File: src/rtl/fetch_unit_if.sv
// Fetch unit bundle: PC stage handshake, instruction memory port, decode-side instruction stream.
// Combinational wires only; no storage and no latency.
// Backpressure is carried by pc_ready (toward PC stage) and instr_ready (from consumer).
interface fetch_unit_if;
  // PC stage side
  logic [31:0] pc;
  logic        pc_valid;
  logic        pc_ready;
  logic        redirect;
  // Instruction memory side
  logic        imem_req;
  logic [31:0] imem_addr;
  logic        imem_ack;
  logic [31:0] imem_rdata;
  // Consumer side
  logic        instr_valid;
  logic        instr_ready;
  logic [31:0] instr;
  logic [31:0] fetch_pc;
  logic [25:0] jaddr;
  logic [31:0] simm;

  // master: the fetch unit itself
  modport master (
    input  pc, pc_valid, redirect, imem_ack, imem_rdata, instr_ready,
    output pc_ready, imem_req, imem_addr, instr_valid, instr, fetch_pc, jaddr, simm
  );

  // slave: the surrounding pipeline / memory environment
  modport slave (
    output pc, pc_valid, redirect, imem_ack, imem_rdata, instr_ready,
    input  pc_ready, imem_req, imem_addr, instr_valid, instr, fetch_pc, jaddr, simm
  );
endinterface

File: src/rtl/fetch_unit.sv
// Instruction fetch: one outstanding imem request per accepted pc, results queued in a DEPTH-entry FIFO.
// Latency: pc presented in cycle N, ack in cycle N+1 -> instr_valid from cycle N+2.
// Backpressure: pc_ready drops while a request is in flight, the buffer is full, or redirect is high.
// Ports: clk, reset (async, active-high); bus (fetch_unit_if.master) carries pc/redirect handshake,
//        imem_req/addr/ack/rdata, and instr/fetch_pc/jaddr/simm with instr_valid/instr_ready.
module fetch_unit #(
  parameter int DEPTH = 2  // 2 or 4
) (
  input  logic         clk,
  input  logic         reset,
  fetch_unit_if.master bus
);

  localparam int PW = (DEPTH > 2) ? 2 : 1;
  localparam int CW = PW + 1;
  localparam logic [CW-1:0] DEPTH_C = CW'(DEPTH);

  typedef enum logic [1:0] {IDLE, REQ, DROP} state_t;

  state_t          state_q, state_d;
  logic [31:0]     addr_q, addr_d;
  logic [PW-1:0]   rd_q, wr_q;
  logic [CW-1:0]   count_q;
  logic [31:0]     pc_mem  [DEPTH];
  logic [31:0]     ins_mem [DEPTH];
  logic            accept;
  logic            push;
  logic            pop;
  logic            not_empty;
  logic [31:0]     head_instr;

  assign not_empty   = (count_q != '0);
  assign bus.pc_ready = (state_q == IDLE) && (count_q < DEPTH_C) && !bus.redirect;
  assign accept      = bus.pc_valid && bus.pc_ready;
  // A redirect cancels any pop offered in the same cycle; the flush wins.
  assign pop         = not_empty && bus.instr_ready && !bus.redirect;

  always_comb begin
    state_d = state_q;
    addr_d  = addr_q;
    push    = 1'b0;
    case (state_q)
      IDLE: begin
        if (accept) begin
          addr_d  = bus.pc;
          state_d = REQ;
        end
      end
      REQ: begin
        if (bus.imem_ack) begin
          push    = !bus.redirect;  // ack alongside redirect is stale data
          state_d = IDLE;
        end else if (bus.redirect) begin
          state_d = DROP;            // keep request up, swallow its eventual ack
        end
      end
      DROP: begin
        if (bus.imem_ack) state_d = IDLE;
      end
      default: state_d = IDLE;
    endcase
  end

  always_ff @(posedge clk or posedge reset) begin
    if (reset) begin
      state_q <= IDLE;
      addr_q  <= '0;
    end else begin
      state_q <= state_d;
      addr_q  <= addr_d;
    end
  end

  always_ff @(posedge clk or posedge reset) begin
    if (reset) begin
      rd_q    <= '0;
      wr_q    <= '0;
      count_q <= '0;
    end else if (bus.redirect) begin
      rd_q    <= '0;
      wr_q    <= '0;
      count_q <= '0;
    end else begin
      if (push) wr_q <= wr_q + PW'(1);
      if (pop)  rd_q <= rd_q + PW'(1);
      case ({push, pop})
        2'b10:   count_q <= count_q + CW'(1);
        2'b01:   count_q <= count_q - CW'(1);
        default: count_q <= count_q;
      endcase
    end
  end

  // Storage contents are only observed through the count gate, so no reset needed.
  always_ff @(posedge clk) begin
    if (push) begin
      pc_mem[wr_q]  <= addr_q;
      ins_mem[wr_q] <= bus.imem_rdata;
    end
  end

  assign head_instr      = not_empty ? ins_mem[rd_q] : 32'h0;
  assign bus.instr       = head_instr;
  assign bus.fetch_pc    = not_empty ? pc_mem[rd_q] : 32'h0;
  assign bus.jaddr       = head_instr[25:0];
  assign bus.simm        = {{16{head_instr[15]}}, head_instr[15:0]};
  assign bus.instr_valid = not_empty;
  assign bus.imem_req    = (state_q != IDLE);
  assign bus.imem_addr   = addr_q;

endmodule

File: src/flat_wrapper.sv
// flat-port wrapper written by rule: the top's interface ports become plain ports
module fetch_unit_flat 
#(
  parameter int DEPTH = 2           
)
  (clk, reset, bus_pc, bus_pc_valid, bus_redirect, bus_imem_ack, bus_imem_rdata, bus_instr_ready, bus_pc_ready, bus_imem_req, bus_imem_addr, bus_instr_valid, bus_instr, bus_fetch_pc, bus_jaddr, bus_simm);
  fetch_unit_if bus_i ();
  input  logic clk;
  input  logic reset;
  input wire logic [$bits(bus_i.pc)-1:0] bus_pc;
  input wire logic [$bits(bus_i.pc_valid)-1:0] bus_pc_valid;
  input wire logic [$bits(bus_i.redirect)-1:0] bus_redirect;
  input wire logic [$bits(bus_i.imem_ack)-1:0] bus_imem_ack;
  input wire logic [$bits(bus_i.imem_rdata)-1:0] bus_imem_rdata;
  input wire logic [$bits(bus_i.instr_ready)-1:0] bus_instr_ready;
  output wire logic [$bits(bus_i.pc_ready)-1:0] bus_pc_ready;
  output wire logic [$bits(bus_i.imem_req)-1:0] bus_imem_req;
  output wire logic [$bits(bus_i.imem_addr)-1:0] bus_imem_addr;
  output wire logic [$bits(bus_i.instr_valid)-1:0] bus_instr_valid;
  output wire logic [$bits(bus_i.instr)-1:0] bus_instr;
  output wire logic [$bits(bus_i.fetch_pc)-1:0] bus_fetch_pc;
  output wire logic [$bits(bus_i.jaddr)-1:0] bus_jaddr;
  output wire logic [$bits(bus_i.simm)-1:0] bus_simm;
  assign bus_i.pc = bus_pc;
  assign bus_i.pc_valid = bus_pc_valid;
  assign bus_i.redirect = bus_redirect;
  assign bus_i.imem_ack = bus_imem_ack;
  assign bus_i.imem_rdata = bus_imem_rdata;
  assign bus_i.instr_ready = bus_instr_ready;
  assign bus_pc_ready = bus_i.pc_ready;
  assign bus_imem_req = bus_i.imem_req;
  assign bus_imem_addr = bus_i.imem_addr;
  assign bus_instr_valid = bus_i.instr_valid;
  assign bus_instr = bus_i.instr;
  assign bus_fetch_pc = bus_i.fetch_pc;
  assign bus_jaddr = bus_i.jaddr;
  assign bus_simm = bus_i.simm;
  fetch_unit #(.DEPTH(DEPTH)) u_core (.clk(clk), .reset(reset), .bus(bus_i));
endmodule
File: config.mk
export PLATFORM = sky130hd
export DESIGN_NAME = fetch_unit_flat
export DESIGN_NICKNAME = d
export VERILOG_FILES = /design/src/rtl/fetch_unit_if.sv /design/src/rtl/fetch_unit.sv /design/src/flat_wrapper.sv
export SDC_FILE = /design/constraint.sdc
export NUM_CORES = 1
export LEC_CHECK = 0
export BUFFER_PORTS_ARGS = -buffer_cell sky130_fd_sc_hd__buf_2
export CAP_MARGIN = 5
export CORE_ASPECT_RATIO = 2
export CORE_MARGIN = 3
export CORE_UTILIZATION = 40
export CTS_BUF_LIST = sky130_fd_sc_hd__clkbuf_4 sky130_fd_sc_hd__clkbuf_8
export CTS_CLUSTER_SIZE = 28
export DETAILED_ROUTE_END_ITERATION = 8
export PLACE_DENSITY_LB_ADDON = 0.15
export REMOVE_ABC_BUFFERS = 1
export SLEW_MARGIN = 25
export SYNTH_ARGS = -nofsm -noshare
export SYNTH_HDL_FRONTEND = slang
export SYNTH_SLANG_ARGS = --single-unit
File: constraint.sdc
create_clock -name clk -period 4.81 [get_ports clk]
set_input_delay 0.481 -clock clk [delete_from_list [all_inputs] [get_ports clk]]
set_output_delay 0.481 -clock clk [all_outputs]
set_load 0.01 [all_outputs]
* Word-level counts from Yosys, hierarchy flattened *
Memory sizes are Yosys's and may differ from the RTL's.
Index checks and enable logic that the tools add are counted.

word-level totals
  memories kept = 2
  register bits after elaboration = 38
  memory bits (writable) = 128
  input bits = 70
  output and inout bits = 157
  word-level logic and storage cells = 50

cells by class
  equal/unequal tests = 7
  reductions and logical operators = 14
  order comparisons = 1
  multiplexer cells = 17
  $add $sub $neg = 4

memory list
  name            depth  bits a word  rd ports  clocked after memory_dff  write ports  line              source
  u_core.ins_mem  2      32           1         0                         1            fetch_unit.sv:25  logic [31:0] ins_mem [DEPTH];
  u_core.pc_mem   2      32           1         0                         1            fetch_unit.sv:24  logic [31:0] pc_mem [DEPTH];

operator list
  kind                   count
  $mux W32               2
  $mux W2                5
  $mux W1                8
  $reduce_bool A2 Y1     4
  $pmux W2 S3            1
  $logic_and A1 B1 Y1    5
  $eq A2 B1 Y1 const B   2
  $eq A2 B2 Y1 const B   2
  $pmux W2 S2            1
  $ne A3 B3 Y1 const B   1
  $reduce_and A3 Y1      1
  $reduce_bool A3 Y1     1
  $add A1 B1 Y1 const B  2
  $add A2 B1 Y2 const B  1
  $logic_not A2 Y1       1
  $lt A2 B2 Y1 const B   1
  $ne A2 B1 Y1 const B   1
  $ne A2 B2 Y1 const B   1
  $reduce_and A2 Y1      1
  $sub A2 B1 Y2 const B  1
  $logic_not A1 Y1       1

* Longest topological paths before layout *
  word-level depth = 6
  depth in mapped cells = 5
  gate-level depth less buffers = 3

* Least setup slack after synthesis *
Ideal clock, no wire load.

  path type = input -> register
  from = input bus_redirect
  to = memory u_core.ins_mem[0][0], enable pin
  data required time = 4.323 ns
  setup time = 0.487 ns
  stages = 3
  path slack = 0.705 ns
  arrival = 3.618 ns
  path buffers = 1
  path through = buf_2 nand4bb_1 nor2_1

on the way
  longest elaborated chain between the ends = 5

RTL lines
  item                           line                source
  start, declared                flat_wrapper.sv:12  input wire logic [$bits(bus_i.redirect)-1:0] bus_redirect;
  $logic_not A1 Y1               fetch_unit.sv:51    push = !bus.redirect;
  $mux W1                        fetch_unit.sv:50    if (bus.imem_ack) begin
  $mux W1                        fetch_unit.sv:42    case (state_q)
  $mux W1                        fetch_unit.sv:96    if (push) begin
  $mux W1 (not written as such)  fetch_unit.sv:98    ins_mem[wr_q] <= bus.imem_rdata;
  end, declared                  fetch_unit.sv:25

Every way passes these cells.

* Final worst setup path *
  from = register u_core.rd_q
  to = output bus_simm[20]

on the way
  longest elaborated chain between the ends = 2

RTL lines
  item                    line                source
  start, declared         fetch_unit.sv:22    logic [PW-1:0] rd_q, wr_q;
  start signal, assigned  fetch_unit.sv:85    if (pop) rd_q <= rd_q + PW'(1);
  $mem_v2 Z2 W32          --
  $mux W32                fetch_unit.sv:102   assign head_instr = not_empty ? ins_mem[rd_q] : 32'h0;
  end, declared           flat_wrapper.sv:23  output wire logic [$bits(bus_i.simm)-1:0] bus_simm;

Every way passes these cells.

==> run_results.csv <==
group,metric,value,unit
status,status,"finished clean",
timing,finalMaxSlewViolations,0,
cells_and_area,drive_gt1_frac,0.4927,
logic_synthesis,synth_fa_ha_area_frac,0,
setup_path,worstSetupPathType,"register to output pin",
setup_path,worstReg2RegStart,"u_core.state_q[1]",
logic_synthesis,synth-compound-area-share,0.006545,
clock_network,cts.reportedPaths.clkPinSlew,0.09,ns
clock_network,root_buffer,"clkbuf_8",
logic_synthesis,ys_warn_count,0,
clock_network,cts_max_level,4,
timing,max_freq,345.8,MHz
job,drv_cap,0,
clock_network,post-cts-setup-buffers,0,
timing,period_needed,2.892,ns
detailed_routing,drt-initial-drc-count,89,
timing,fin_crit_sh,0.6013,
global_routing,overflow,0,
logic_synthesis,synth_seq_cells,166,
clock_network,cts_resized,0,
setup_path,cp.arrival,2.41,ns
power,ir_drop,0.2271,mV
global_routing,grt_use_total,0.1415,
logic_synthesis,syn_inst,432,
floorplanning,start_util,0.4084,
detailed_routing,highest_layer,"met4",
cells_and_area,fin_nets,676,
clock_network,cts_sinks,166,
logic_synthesis,synth_mux_area_frac,0.1629,
placement,gp_congestion,0.7616,
detailed_routing,dr_wl_met2,7325,um
global_routing,antenna_found_initial,1,
logic_synthesis,synth_xor_area_frac,0.001273,
setup_path,reg2reg_to,"u_core.ins_mem[0][0]",
cells_and_area,syn_to_final_growth,19.11,%
floorplanning,design.die.area,18910,um2
detailed_routing,drt_wl_total,13380,um
timing,setup-tns-final,0,ns
detailed_routing,wl_per_cell,16.18,um
logic_synthesis,ys_seq_area_frac,0.6967,
clock_network,cts_hold_buf,0,
detailed_routing,route.met3.wl,796,um
setup_path,critPathMaxFanout,44,
logic_synthesis,synth_cell_type_count,29,
setup_path,cp.required,4.33,ns
hold_path,worstHoldPathType,"input pin to async pin",
floorplanning,core_area,16850,um2
placement,hpwl,9255,um
timing,max_slew_margin,0.3938,
logic_synthesis,yosys.area_share.simple,0.05364,
power,pwr_density_cell,367.4,nW/um2
timing,fin_skew,0.009521,ns
timing,worst_slack,1.918,ns
logic_synthesis,synth_area_per_cell,15.93,um2
logic_synthesis,netlist_area,6882,um2
timing,finalSetupViolations,0,
setup_path,reg2regPathDepth,3,
detailed_routing,vias_per_cell,4.716,
floorplanning,die_h,191.5,um
global_routing,grt_pass1_wl,20350,um
timing,worst-slew-pin-transition,0.9092,ns
global_routing,grt_pass1_vias,3909,
logic_synthesis,synth_top_family_by_area,"multiplexers",
timing,rsz0062_at_grt,"no",
floorplanning,rows,67,
setup_path,rrSetupSlack,2.31,ns
setup_path,endpoint_kind,"output pin",
detailed_routing,drtPass1Iterations,4,
clock_network,cts_buffer_depth,2,
setup_path,start_kind,"register",
detailed_routing,wl_met1,4739,um
floorplanning,boundaryPins,227,
power,p_leak,3.517,nW
timing,hold_viol_final,0,
clock_network,insertion_delay,0.44,ns
global_routing,grt_start_max_net_pins,65,
floorplanning,die_w,98.75,um
clock_network,numCtsBuffers,17,
detailed_routing,vias,3900,
detailed_routing,drc_errors,0,
placement,port_buffers,226,
clock_network,cts_tree,"built",
detailed_routing,antenna_left,0,
placement,dp_slack,2.053,ns
-- cell usage after synthesis --
cell type / count / area share
edfxtp_1: 128 / 0.56
nor2_1: 70 / 0.038
mux2i_1: 64 / 0.093
buf_4: 58 / 0.063
dfrtp_1: 38 / 0.14
mux2_4: 29 / 0.063
buf_2: 8 / 0.0058
buf_1: 5 / 0.0027
mux2_2: 4 / 0.0065
o21ai_0: 4 / 0.0029
buf_6: 3 / 0.0049
clkbuf_1: 2 / 0.0011
inv_1: 2 / 0.0011
nand2_1: 2 / 0.0011
a21boi_1: 1 / 0.0011
a31oi_1: 1 / 0.00091
and2_1: 1 / 0.00091
and3b_1: 1 / 0.0013
and4bb_2: 1 / 0.0018
nand2_2: 1 / 0.00091
nand3b_1: 1 / 0.0011
nand4bb_1: 1 / 0.0016
nor2b_1: 1 / 0.00091
nor3_1: 1 / 0.00073
nor3b_1: 1 / 0.0011
nor4_4: 1 / 0.0031
o221a_2: 1 / 0.0016
or2_2: 1 / 0.00091
xor2_1: 1 / 0.0013
-- state kept, by name (all words and copies together), names as in the netlist --
name	count
u_core.bus.imem_addr	32
u_core.ins_mem	64
u_core.rd_q	1
u_core.state_q	2
u_core.pc_mem	64
u_core.wr_q	1
u_core.count_q	2
-- power by group --
| group | total (mW) | internal (mW) | switching, mW |
|---|---|---|---|
| Clock | 0.942 | 0.421 | 0.521 |
| Combinational | 0.324 | 0.177 | 0.148 |
| Sequential | 1.74 | 1.66 | 0.0813 |
| Total | 3.01 | 2.26 | 0.750 |
-- per-layer routing --
layer,GRT usage,vias to the layer above
met3,0.03506,35
li1,-,1831
met1,0.1507,1882
met5,0,-
met2,0.2500,152
met4,0.08154,0
-- critical path, cell delays in order, from the launching register on --
cell	delay (ns)
dfrtp_4	0.93
mux2i_1	0.16
nor2_1	0.58
buf_2	0.26
-- worst max path at each step --
stage | start | end | cells after the start
floorplan | u_core.rd_q | bus_instr[15] | 2
global placement | bus_redirect | u_core.pc_mem[0][30] | 4
detailed placement | bus_redirect | u_core.pc_mem[0][30] | 4
CTS | u_core.rd_q | bus_simm[28] | 3
global route | u_core.rd_q | bus_simm[18] | 3
finish | u_core.rd_q | bus_simm[20] | 3
-- layout by cell type, fill, tap and decap left out, drive strengths merged, types with 3 or more instances in the layout --
cell type / instances
buf: 231
clkbuf: 17
clkinv: 6
dfrtp: 38
edfxtp: 128
inv: 10
mux2: 33
mux2i: 64
nand2: 3
nor2: 70
o21ai: 4
-- per-stage QoR --
step | utilization | instance area (um2) | std cells | power (mW) | hold slack, ns
final | 0.4864 | 8197 | 827 | 3.011 | 0.1392
after global routing | 0.4864 | 8197 | 827 | 3.151 | 0.1623
after CTS | 0.4860 | 8189 | 826 | 3.058 | 0.1285
after detailed placement | 0.4638 | 7815 | 794 | 2.111 | 0.4874
after global placement | 0.4622 | 7787 | 793 | 2.100 | 0.4806
after floorplan | - | 6346 | 356 | 1.941 | 0.4753
-- cell families (layout without fill, tap and decap cells) --
| logic type | after synthesis | in the layout |
|---|---|---|
| flops | 166 | 166 |
| mux | 97 | 97 |
| simple gates | 83 | 83 |
| buf+inv | 78 | 265 |
| compound gates | 7 | 7 |
| xor+xnor | 1 | 1 |
| other cells | 0 | 1 |
-- cell type report --
cell class / count / area (um2)
well taps: 207 / 259.0
multi-input cells: 188 / 1567
fillers: 1553 / 8653
clock inverters: 15 / 140.1
diodes: 1 / 2.502
flip-flops and latches: 166 / 4798
repair buffers: 231 / 1189
inverters: 2 / 7.507
clock buffers: 17 / 234.0
Power figures use the tool's default switching activity.
